### src/rtl/rr_arbiter4.sv
// rtl/rr_arbiter4.sv - four-requester round-robin arbiter with hold timeout, one-hot registered grant
// Optional build macro ARB_LOCK_EN adds a lock input that suppresses the hold timeout.
module rr_arbiter4 #(
  parameter int HOLD_MAX = 8,
  parameter int CNT_W    = 8
) (
  input  logic       clk,
  input  logic       rst_n,
  input  logic       en,
  input  logic [3:0] req,
`ifdef ARB_LOCK_EN
  input  logic       lock,
`endif
  output logic [3:0] gnt,
  output logic [1:0] gnt_idx,
  output logic       gnt_valid
);

  typedef enum logic {IDLE, GRANT} state_t;

  localparam logic [CNT_W-1:0] HOLD_LAST = CNT_W'(HOLD_MAX - 1);

  state_t           state_q, state_d;
  logic [1:0]       ptr_q, ptr_d;
  logic [CNT_W-1:0] hold_q, hold_d;
  logic [3:0]       gnt_q, gnt_d;
  logic [1:0]       idx_q, idx_d;
  logic             valid_q, valid_d;

  logic [2:0] idle_pick, hand_pick;
  logic [3:0] others;
  logic       lock_act, timeout;

  // Returns {found, index} of the first set bit scanning from p+1 upward with wrap.
  function automatic logic [2:0] rr_pick(input logic [3:0] r, input logic [1:0] p);
    logic [2:0] res;
    logic [1:0] i;
    res = 3'b000;
    for (int k = 4; k >= 1; k--) begin
      i = p + 2'(k);
      if (r[i]) res = {1'b1, i};
    end
    return res;
  endfunction

  always_comb begin
`ifdef ARB_LOCK_EN
    lock_act = lock & valid_q;
`else
    lock_act = 1'b0;
`endif
    others    = req & ~(4'(1) << idx_q);
    idle_pick = rr_pick(req, ptr_q);
    hand_pick = rr_pick(others, idx_q);
    timeout   = (hold_q == HOLD_LAST) && (|others) && !lock_act;
  end

  always_comb begin
    state_d = state_q;
    ptr_d   = ptr_q;
    hold_d  = hold_q;
    gnt_d   = gnt_q;
    idx_d   = idx_q;
    valid_d = valid_q;
    if (!en) begin
      state_d = IDLE;
      gnt_d   = 4'b0000;
      valid_d = 1'b0;
      hold_d  = '0;
    end else begin
      case (state_q)
        IDLE: begin
          if (idle_pick[2]) begin
            state_d = GRANT;
            idx_d   = idle_pick[1:0];
            ptr_d   = idle_pick[1:0];
            gnt_d   = 4'(1) << idle_pick[1:0];
            valid_d = 1'b1;
            hold_d  = '0;
          end
        end
        GRANT: begin
          // Release takes precedence; both paths hand over to the next requester after the holder.
          if (!req[idx_q] || timeout) begin
            hold_d = '0;
            if (hand_pick[2]) begin
              idx_d = hand_pick[1:0];
              ptr_d = hand_pick[1:0];
              gnt_d = 4'(1) << hand_pick[1:0];
            end else begin
              state_d = IDLE;
              gnt_d   = 4'b0000;
              valid_d = 1'b0;
            end
          end else if (hold_q != HOLD_LAST) begin
            hold_d = hold_q + CNT_W'(1);
          end
        end
        default: state_d = IDLE;
      endcase
    end
  end

  always_ff @(posedge clk) begin
    if (!rst_n) begin
      state_q <= IDLE;
      ptr_q   <= 2'b11;
      hold_q  <= '0;
      gnt_q   <= 4'b0000;
      idx_q   <= 2'b00;
      valid_q <= 1'b0;
    end else begin
      state_q <= state_d;
      ptr_q   <= ptr_d;
      hold_q  <= hold_d;
      gnt_q   <= gnt_d;
      idx_q   <= idx_d;
      valid_q <= valid_d;
    end
  end

  assign gnt       = gnt_q;
  assign gnt_idx   = idx_q;
  assign gnt_valid = valid_q;

endmodule

### config.mk
export PLATFORM = sky130hd
export DESIGN_NAME = rr_arbiter4
export DESIGN_NICKNAME = d
export VERILOG_FILES = /design/src/rtl/rr_arbiter4.sv
export SDC_FILE = /design/constraint.sdc
export NUM_CORES = 1
export LEC_CHECK = 0
export CAP_MARGIN = 0
export CORE_UTILIZATION = 49
export DETAILED_ROUTE_END_ITERATION = 8
export PLACE_DENSITY = 0.83
export SLEW_MARGIN = 40
export SYNTH_ARGS = -nofsm -noshare
export SYNTH_HDL_FRONTEND = slang
export SYNTH_SLANG_ARGS = --single-unit
### constraint.sdc
create_clock -name clk -period 2.2 [get_ports clk]
set_input_delay 0.66 -clock clk [delete_from_list [all_inputs] [get_ports clk]]
set_output_delay 0.66 -clock clk [all_outputs]
set_load 0.05 [all_outputs]
[Yosys cells after proc, flatten, opt, wreduce, memory -nomap -nowiden]
Cells that the tools add are included.
Word-level totals
  register bits: 18
  input bits: 7
  output and inout bits: 7
  word-level logic and storage cells: 89
Cells by class
  add/subtract/negate cells: 7
  order comparisons: 8
  equal/unequal tests: 7
  shifts and indexed selects: 3
  multiplexer cells: 46
  bitwise logic cells: 3
  reduce and logical (&&, ||, !) cells: 9
Operators with widths (number)
  < comparator 2 x 3 -> 1 bit, second input constant: 8
  two-way mux 3 bit: 8
  two-way mux 8 bit: 3
  binary-select mux 1 bit (select 2 bit): 9
  case mux 8 bit (2 select lines): 1
  two-way mux 1 bit: 15
  two-way mux 4 bit: 3
  left shift 1 x 2 -> 4 bit, first input constant: 3
  adder 2 bit, second input constant: 4
  adder 8 x 1 -> 8 bit, second input constant: 1
  equality test 8 x 3 -> 1 bit, second input constant: 1
  inequality test 8 x 3 -> 1 bit, second input constant: 1
  case mux 4 bit (2 select lines): 1
  two-way mux 2 bit: 3
  AND reduction 2 bit: 3
  adder 2 x 1 -> 2 bit, second input constant: 2
  AND 4 bit: 1
  inequality test 2 x 1 -> 1 bit, second input constant: 2
  inequality test 2 bit, second input constant: 2
  inverter 4 bit: 1
  case mux 1 bit (2 select lines): 2
  case mux 2 bit (2 select lines): 1
  AND reduction 4 bit: 1
  OR reduction 4 bit: 1
  other kinds (6): 6

[Logic depth before layout (Yosys ltp)]
Gate-level depths: netlist of the first run.
  depth in word-level cells: 13
  depth in mapped cells: 10
  mapped depth without buffers: 8

[Least setup slack after synthesis of the first run]
Ideal clock, no wire load.
  path type: flip-flop to flip-flop
  start: register idx_q[1] (netlist: gnt_idx[1])
  end: register gnt_q[0] (netlist: gnt[0])
  setup time: 0.091 ns
  data arrival time: 2.506 ns
  data required time: 2.109 ns
  path slack: -0.397 ns
  cell stages (with the launch flop): 9
  path buffers: 0
  period minus slack after synthesis: 2.597 ns
  cell sequence: dfxtp_1 -> inv_1 -> ha_1 -> or3b_2 -> o211ai_1 -> a21oi_1 -> a2bb2oi_1 -> nand2b_1 -> a311oi_1
On the way
  longest elaborated chain between the ends: 13
  elaborated cells between the ends (all ways): 30
  classes of those cells: add/sub (3); eq/ne (1); shift (2); mux (17); bitwise (2); reduce/logical (5)
RTL lines
  start, declared: line 27  | logic [1:0] idx_q, idx_d;
  start signal, assigned: line 117  | idx_q <= idx_d;
  left shift 1 x 2 -> 4 bit: line 52  | others = req & ~(4'(1) << idx_q);
  inverter 4 bit: line 52
  AND 4 bit: line 52
  binary-select mux 1 bit (select 2 bit): line 41  | if (r[i]) res = {1'b1, i};
  two-way mux 1 bit (implied by the code): line 41
  two-way mux 3 bit (4 in series): line 41
  left shift 1 x 2 -> 4 bit: line 89  | gnt_d = 4'(1) << hand_pick[1:0];
  two-way mux 4 bit: line 86  | if (hand_pick[2]) begin
  two-way mux 4 bit: line 84  | if (!req[idx_q] || timeout) begin
  case mux 4 bit (2 select lines): line 71  | case (state_q)
  end signal, assigned: line 116  | gnt_q <= gnt_d;
  end, declared: line 26  | logic [3:0] gnt_q, gnt_d;
Several ways; a longest one is shown, not always the timed one. The select of a mux whose other input is x is not followed.
A chain may end at the register's enable or synchronous reset.

[Worst setup path in the final report of the first run]
  start: register idx_q[0] (netlist: gnt_idx[0])
  end: register gnt_q[0] (netlist: gnt[0])
The elaborated chain is that of the path after synthesis.

==> flow_results.org, run 1 <==
** Floorplanning
- Standard cell core area :: 0.002276 mm²
- The die covers 0.002677 mm².
- The initial utilization of the core area, before any placement, comes to 0.5327.
- 14 I/O pins were placed.
- Width of the die :: 51.74 µm
- Number of rows in the core area :: 17
- The die is 51.74 µm tall.

** Synthesis
- After synthesis, the mean cell area works out to 8.420 µm².
- Count of unique library cells instantiated by Yosys :: 48
- Post-synth EDFFs :: 0
- In the synthesized netlist the async set-or-reset flop fraction comes to 0.
- Sequential share of the synthesized area :: 0.2972
- The most used flip-flop cell after synthesis is dfxtp_1.
- The number of nets in the synthesized netlist is 156.
- Yosys warnings :: 0
- Syn Std Cell Area :: 0.001212 mm²
- Flops & latches, synth :: 18
- In the synthesized netlist, the number of instances is 144.

** Placed design
- Weighted congestion at the end of routability-driven global placement :: 0.9641
- OpenSTA, run right after detailed placement, puts the worst setup slack at -519.0 ps.
- Detailed placement ended at an HPWL of 2493 µm.
- Input and output buffers added on the ports amount to 13.

** Timing
- Setup violations remaining at the end of the flow were counted as 0.
- Setup total negative slack on the finished layout was measured at 0 ps.
- Setup repair after global routing could not meet its margin everywhere.
- Worst rel slew slack :: 0.6615
- Period utilization :: 0.9958
- The number of hold violations in the final report was 0.
- Worst clock skew :: 9.575 ps
- Slew Limit Fails :: 0
- Maximum frequency from static timing analysis :: 456.4 MHz
- For the pin with the worst max-slew slack, the measured transition is 506.1 ps.
- Period minus WS final :: 2191 ps
- Setup slack closes at 9.140 ps.

** Worst setup path
- STA classifies the critical path startpoint as a register.
- The signal on the critical path passes through inv_1 > ha_1 > or3b_2 > o211ai_1 > a21oi_1 > a2bb2oi_1 > nand2b_1 > a311oi_2.
- At the worst endpoint, the required time is 2430 ps.
- The most critical setup path has its startpoint at gnt_idx[0].
- In this run the worst path has a maximum fanout of 5.
- Setup crit end kind :: register
- For this run, the slowest stage of the critical path takes 450 ps.
- The critical path ends at gnt[0].
- Measured in cells, the most critical reg-to-reg path has a length of 8.
- Critical path class :: reg2reg
- Signal arrival time at the worst endpoint :: 2420 ps
- FF-to-FF Start :: gnt_idx[0]
- Slowest-stage cell, CP :: or3b_2
- For flop-to-flop paths, the worst setup slack is 9 ps.
- Worst r2r dst :: gnt[0]

** Finish
- Post-synthesis to final-layout area growth :: 33.13%
- Final antenna diode count :: 0
- Final-stage net count :: 199
- Of the cells placed in the final design, the portion with a size suffix greater than 1 is 0.3011.
- Most common library cell in the layout ignoring fill and taps :: buf_4
- Highest-count cells in the layout ignoring fill and taps :: buf_4 (30), dfxtp_1 (16), nor2_1 (13)

** Clocking
- CTS built an H-tree with a depth of 1.
- The later pin in the worst-skew pair is clocked with a latency of 300 ps.
- Clock sink count :: 18
- TritonCTS built the clock tree.
- CTS placed an instance of clkbuf_4 at the clock tree root.
- The number of clock buffers added by TritonCTS is 3.
- Maximum clock insertion buffer count :: 2
- After clock tree synthesis, the clock-pin slew on the worst setup and hold paths is 110 ps.

** Global routing
- The via count of the first global-routing pass was 1224.
- First-pass GRT wire length :: 5554 µm
- Pin count of the biggest net entering global routing :: 11
- Across every metal layer, demand over resource in global routing totals 0.2819.
- Gr ovfl total :: 0
- Number of antenna violations at the first check in global routing :: 0

** Drt
- The first detailed-routing pass ran for 6 iterations.
- Post-DR vias/cell :: 5.897
- Drt drc :: 0
- Routed len/inst :: 15.53 µm
- Detailed Route Iter0 Violations :: 69
- Via Count :: 1262
- After detailed routing, the total wire length is 3324 µm.
- In this run the remaining antenna-violating nets after routing total 0.

** Power and ir drop
- Dividing total power by cell area gives a power density of 559.7 mW/mm².
- Worst ir drop on vdd :: 560.3 µV
- Leakage dissipation :: 0.6632 nW
- Summing internal, switching and leakage power gives 0.9034 mW.

** Flow run
- Across the run, the number of max-cap violations was 0.

** Worst hold path
- The min-delay analysis places its worst path in the category reg2reg.

** Status
- Status :: finished, final reports clean
## metrics by stage
step                      cells    util  cell area [µm²]  hold slack, ps
after detailed placement    208  0.6800             1548           473.7
final                       214  0.7092             1614           487.8
after global placement      208  0.6800             1548           465.3
after global routing        214  0.7092             1614           537.3
after floorplan             144       -             1220           450.6
after CTS                   213  0.7020             1598           488.5
## critical path: cells and delay by family, from the launching register on
| kind | cells | cell delay (ps) |
|---|---|---|
| compound gates | 4 | 670 |
| fa+ha+maj | 1 | 330 |
| buf+inv | 1 | 80 |
| flops | 1 | 360 |
| simple gates | 2 | 660 |
## worst min path at each step
stage          slack (ps)      start   endpoint  cells after the start
2_1_floorplan         450   ptr_q[0]   ptr_q[0]                      2
3_3_place_gp          470  gnt_valid  gnt_valid                      2
3_5_place_dp          470  gnt_valid  gnt_valid                      2
4_1_cts               490  gnt_valid  gnt_valid                      2
5_1_grt               540     gnt[1]     gnt[1]                      2
6_report              490  gnt_valid  gnt_valid                      2
## where the power goes
| group | internal, mW | switching [mW] |
|---|---|---|
| logic | 0.152 | 0.186 |
| clock network | 0.101 | 0.109 |
| registers | 0.342 | 0.0149 |
| total | 0.594 | 0.309 |
## kinds of logic after synthesis
kind of cell,after synthesis,share of synthesized area
multiplexers,2,0.02683
AO/OA/AOI/OAI,35,0.2012
XOR/XNOR,6,0.04334
adder cells (fa/ha/maj),5,0.05160
buffers and inverters,8,0.03818
flip-flops,18,0.2972
AND/OR/NAND/NOR,70,0.3416
## state kept, by name, summed over array words and instances (netlist names)
| signal | count |
|---|---|
| gnt_valid | 1 |
| state_q | 1 |
| ptr_q | 2 |
| gnt_idx | 2 |
| hold_q | 8 |
| gnt | 4 |
## Yosys cell counts (2+ instances only)
library cell,n,area share
a211oi_1,4,0.025
a21oi_1,9,0.037
a22oi_1,2,0.012
a311oi_1,2,0.014
and2b_1,2,0.012
and3_1,3,0.015
buf_6,2,0.019
dfxtp_1,18,0.30
ha_1,5,0.052
inv_1,5,0.015
nand2_1,8,0.025
nand2b_1,8,0.041
nand3_1,6,0.025
nand4_1,4,0.021
nor2_1,13,0.040
nor2_2,7,0.036
nor2b_1,4,0.021
nor3_1,2,0.0083
o211ai_1,4,0.025
o21ai_0,3,0.012
xor2_1,6,0.043
## area by class of cell
type / instances / area, µm²
inverter: 5 / 18.77
tap: 28 / 35.03
multi-input combinational: 118 / 825.8
fill: 167 / 661.9
timing repair buffer: 41 / 330.3
sequential: 18 / 367.9
clock buffer: 4 / 36.28
## layer usage
metal  GRT usage  vias up  share of wire
met5           0        -              0
met4      0.1081        0          0.031
met3     0.05263       17          0.060
met2      0.5173       61           0.52
met1      0.3179      567           0.39
li1            -      617              -
## repair_timing
| item | 4_1_cts | 5_1_grt |
|---|---|---|
| cloned | 0 | 0 |
| setup buffers | 1 | 1 |
| hold buffers | 0 | 0 |
| endpoints found under the setup margin | 13 | 10 |
| pin swaps | 3 | 2 |
| resized for setup | 7 | 2 |
Power figures use the tool's default switching activity.
==> run 2, diff against run 1 <==
--- a/config.mk
+++ b/config.mk
@@ -6,8 +6,9 @@
 export NUM_CORES = 1
 export LEC_CHECK = 0
 export CAP_MARGIN = 0
-export CORE_UTILIZATION = 49
+export CORE_UTILIZATION = 56
 export DETAILED_ROUTE_END_ITERATION = 8
+export DONT_BUFFER_PORTS = 1
 export PLACE_DENSITY = 0.83
 export SLEW_MARGIN = 40
 export SYNTH_ARGS = -nofsm -noshare
==> run 2 against run 1 <==
Against the previous run: via count decreased by 8.4%; flip-flop and latch count unchanged; clock power decreased by 20%; first-iteration DRC count decreased by 41%; final cell count decreased by 13%; critical path type unchanged.
==> flow_results.org, run 2 (synthesized netlist as in run 1, its figures left out) <==
** Drt
- The count of nets left with antenna violations once routing finished came out at 0.
- Detailed Route WL :: 2800 µm
- Detailed routing inserted a total of 1156 vias.
- Length of the first detailed-routing pass in iterations :: 4
- In the routed layout, each cell is associated on average with a via count of 6.215.
- Drt drc :: 0
- The detailed router finished its first iteration with 41 violations.
- Dividing the detail-routed wire length by the instance count gives 15.05 µm.

** Worst setup path
- In this run the worst setup path terminates at gnt[0].
- Of all nets on the critical path, the largest fanout is 3.
- Critical path, cell by cell :: inv_1 > ha_1 > or3b_2 > o211ai_1 > a21oi_1 > a2bb2oi_1 > nand2b_1 > a311oi_1
- In this run the number of cells on the critical path is 8.
- Kind of start point of the critical path :: register
- Crit path launch :: gnt_idx[0]
- In this run the critical register-to-register path is captured at gnt[0].
- FF-to-FF path depth :: 8
- Flop2flop setup slack :: 110 ps
- On the critical path, the stage with the largest delay is an instance of or3b_2.
- Req. time, crit path :: 2410 ps
- STA classifies the critical path endpoint as a register.
- The number of buffers and inverters on the critical path is 1.
- FF-to-FF Start :: gnt_idx[0]
- STA puts the critical path data arrival time at 2300 ps.
- For this run, the slowest stage of the critical path takes 440 ps.
- On the critical path the largest part of the delay comes from compound AO/OA/AOI/OAI gates.
- Critical path class :: reg2reg

** Finish
- Excluding fillers, the count of instances in the completed layout stands at 186.
- The register with the most flip-flops in the layout has 8 of them.
- Final design area excluding fillers :: 0.001404 mm²
- Final-stage net count :: 172
- Biggest register :: hold_q
- Most common library cell in the layout ignoring fill and taps :: dfxtp_1
- Measured on the finished design, the core utilization comes to 0.7013.
- Final antenna diode count :: 0
- From synthesis to final layout, the design area changed by 15.79%.
- The top cell types in the final layout, fill and taps aside, are dfxtp_1 (16), nor2_1 (13), buf_4 (13).
- In the final layout, the share of cells above drive strength 1 is 0.2579.

** Timing
- Worst slew pin tran :: 521.3 ps
- The clock period could shrink to 2086 ps.
- Fin Setup TNS :: 0 ps
- For the final database, setup skew stands at 1.133 ps.
- Across all hold checks on the routed design, the worst slack comes to 428.0 ps.
- In this run the tightest slew margin relative to its limit is 0.6520.
- Slew Limit Fails :: 0
- Final worst-path setup slack :: 114.0 ps
- Period utilization :: 0.9482
- Setup violations remaining at the end of the flow were counted as 0.
- Final hold violation count :: 0
- Maximum frequency from static timing analysis :: 479.4 MHz

** Power and ir drop
- Power density over the cells :: 577.1 mW/mm²
- Leakage dissipation :: 0.5385 nW
- Overall power :: 0.8101 mW
- The worst-case IR drop observed on VDD is 512.9 µV.

** Global routing
- The number of antenna violations at the first check in global routing is 0.
- Entering global routing, the biggest net connects 11 pins.
- The via count of the first global-routing pass was 1055.
- Overall fraction of global-route tracks in use :: 0.2493
- First-pass GRT wire length :: 4650 µm
- For this run the aggregate overflow at the end of global routing stands at 0.

** Clocking
- CTS tree :: built
- Buffers inserted to repair hold after CTS numbered 0.
- Clock-pin slew was measured on the worst setup and hold paths at 100 ps.
- In this run, CTS created clock tree buffers numbering 3.
- Clk_lat worst skew :: 290 ps
- Clock root buffer :: clkbuf_4
- Maximum clock insertion buffer count :: 2
- Clock sink count :: 18
- CTS built an H-tree with a depth of 1.

** Placed design
- Setup slack after placement :: 50.87 ps
- Port bufs :: 0
- Standard cell area after detailed placement :: 0.001316 mm²
- Routability-driven placement finished with a final weighted congestion of 0.8316.
- Post-DP HPWL :: 2089 µm
- After detailed placement, the design holds a cell count of 180.

** Flow run
- Max-Cap Viols :: 0

** Floorplanning
- The core region is 0.002002 mm².
- The die covers 0.002355 mm².
- During I/O placement, the number of pins put on the boundary was 14.
- The initialized floorplan defines 16 standard-cell rows.
- Die extent in y :: 48.53 µm
- The die is 48.53 µm wide.
- For this configuration, the core starts out at a cell density of 0.6056.

** Worst hold path
- Worst min-delay path startpoint :: rst_n
- The worst hold path belongs to the class in2reg.

** Status
- Status :: finished, final reports clean
run 2: layout make-up:
type | instances | area, µm²
Sequential cell | 18 | 367.9
Inverter | 5 | 18.77
Multi-Input combinational cell | 118 | 854.6
Clock inverter | 1 | 3.754
Timing Repair Buffer | 14 | 102.6
Fill cell | 155 | 598.1
Clock buffer | 3 | 22.52
Tap cell | 27 | 33.78
run 2: what timing repair did:
item | 4_1_cts | 5_1_grt
endpoints found under the hold margin | 0 | 0
endpoints found under the setup margin | 0 | 14
gates resized for setup | 0 | 9
setup buffers | 0 | 2
run 2: metal layers:
metal  share of wire  routed length (µm)  GRT usage
met1            0.44                1242     0.3191
met2            0.49                1364     0.4155
met3           0.054                 151    0.05660
met4           0.015                  42    0.07843
met5               0                   0          0
run 2: report_power, final:
group	leakage, nW	total [mW]	internal [mW]	switching [mW]
Clock	0.0154	0.169	0.0661	0.103
Combinational	0.375	0.263	0.117	0.146
Sequential	0.148	0.378	0.342	0.0365
run 2: how the worst min path moves through the flow:
stage / end / slack [ps] / cells past startpoint
2_1_floorplan: ptr_q[0] / 450 / 2
3_3_place_gp: ptr_q[0] / 470 / 2
3_5_place_dp: ptr_q[0] / 490 / 2
4_1_cts: ptr_q[0] / 420 / 1
5_1_grt: ptr_q[0] / 410 / 1
6_report: ptr_q[0] / 430 / 1
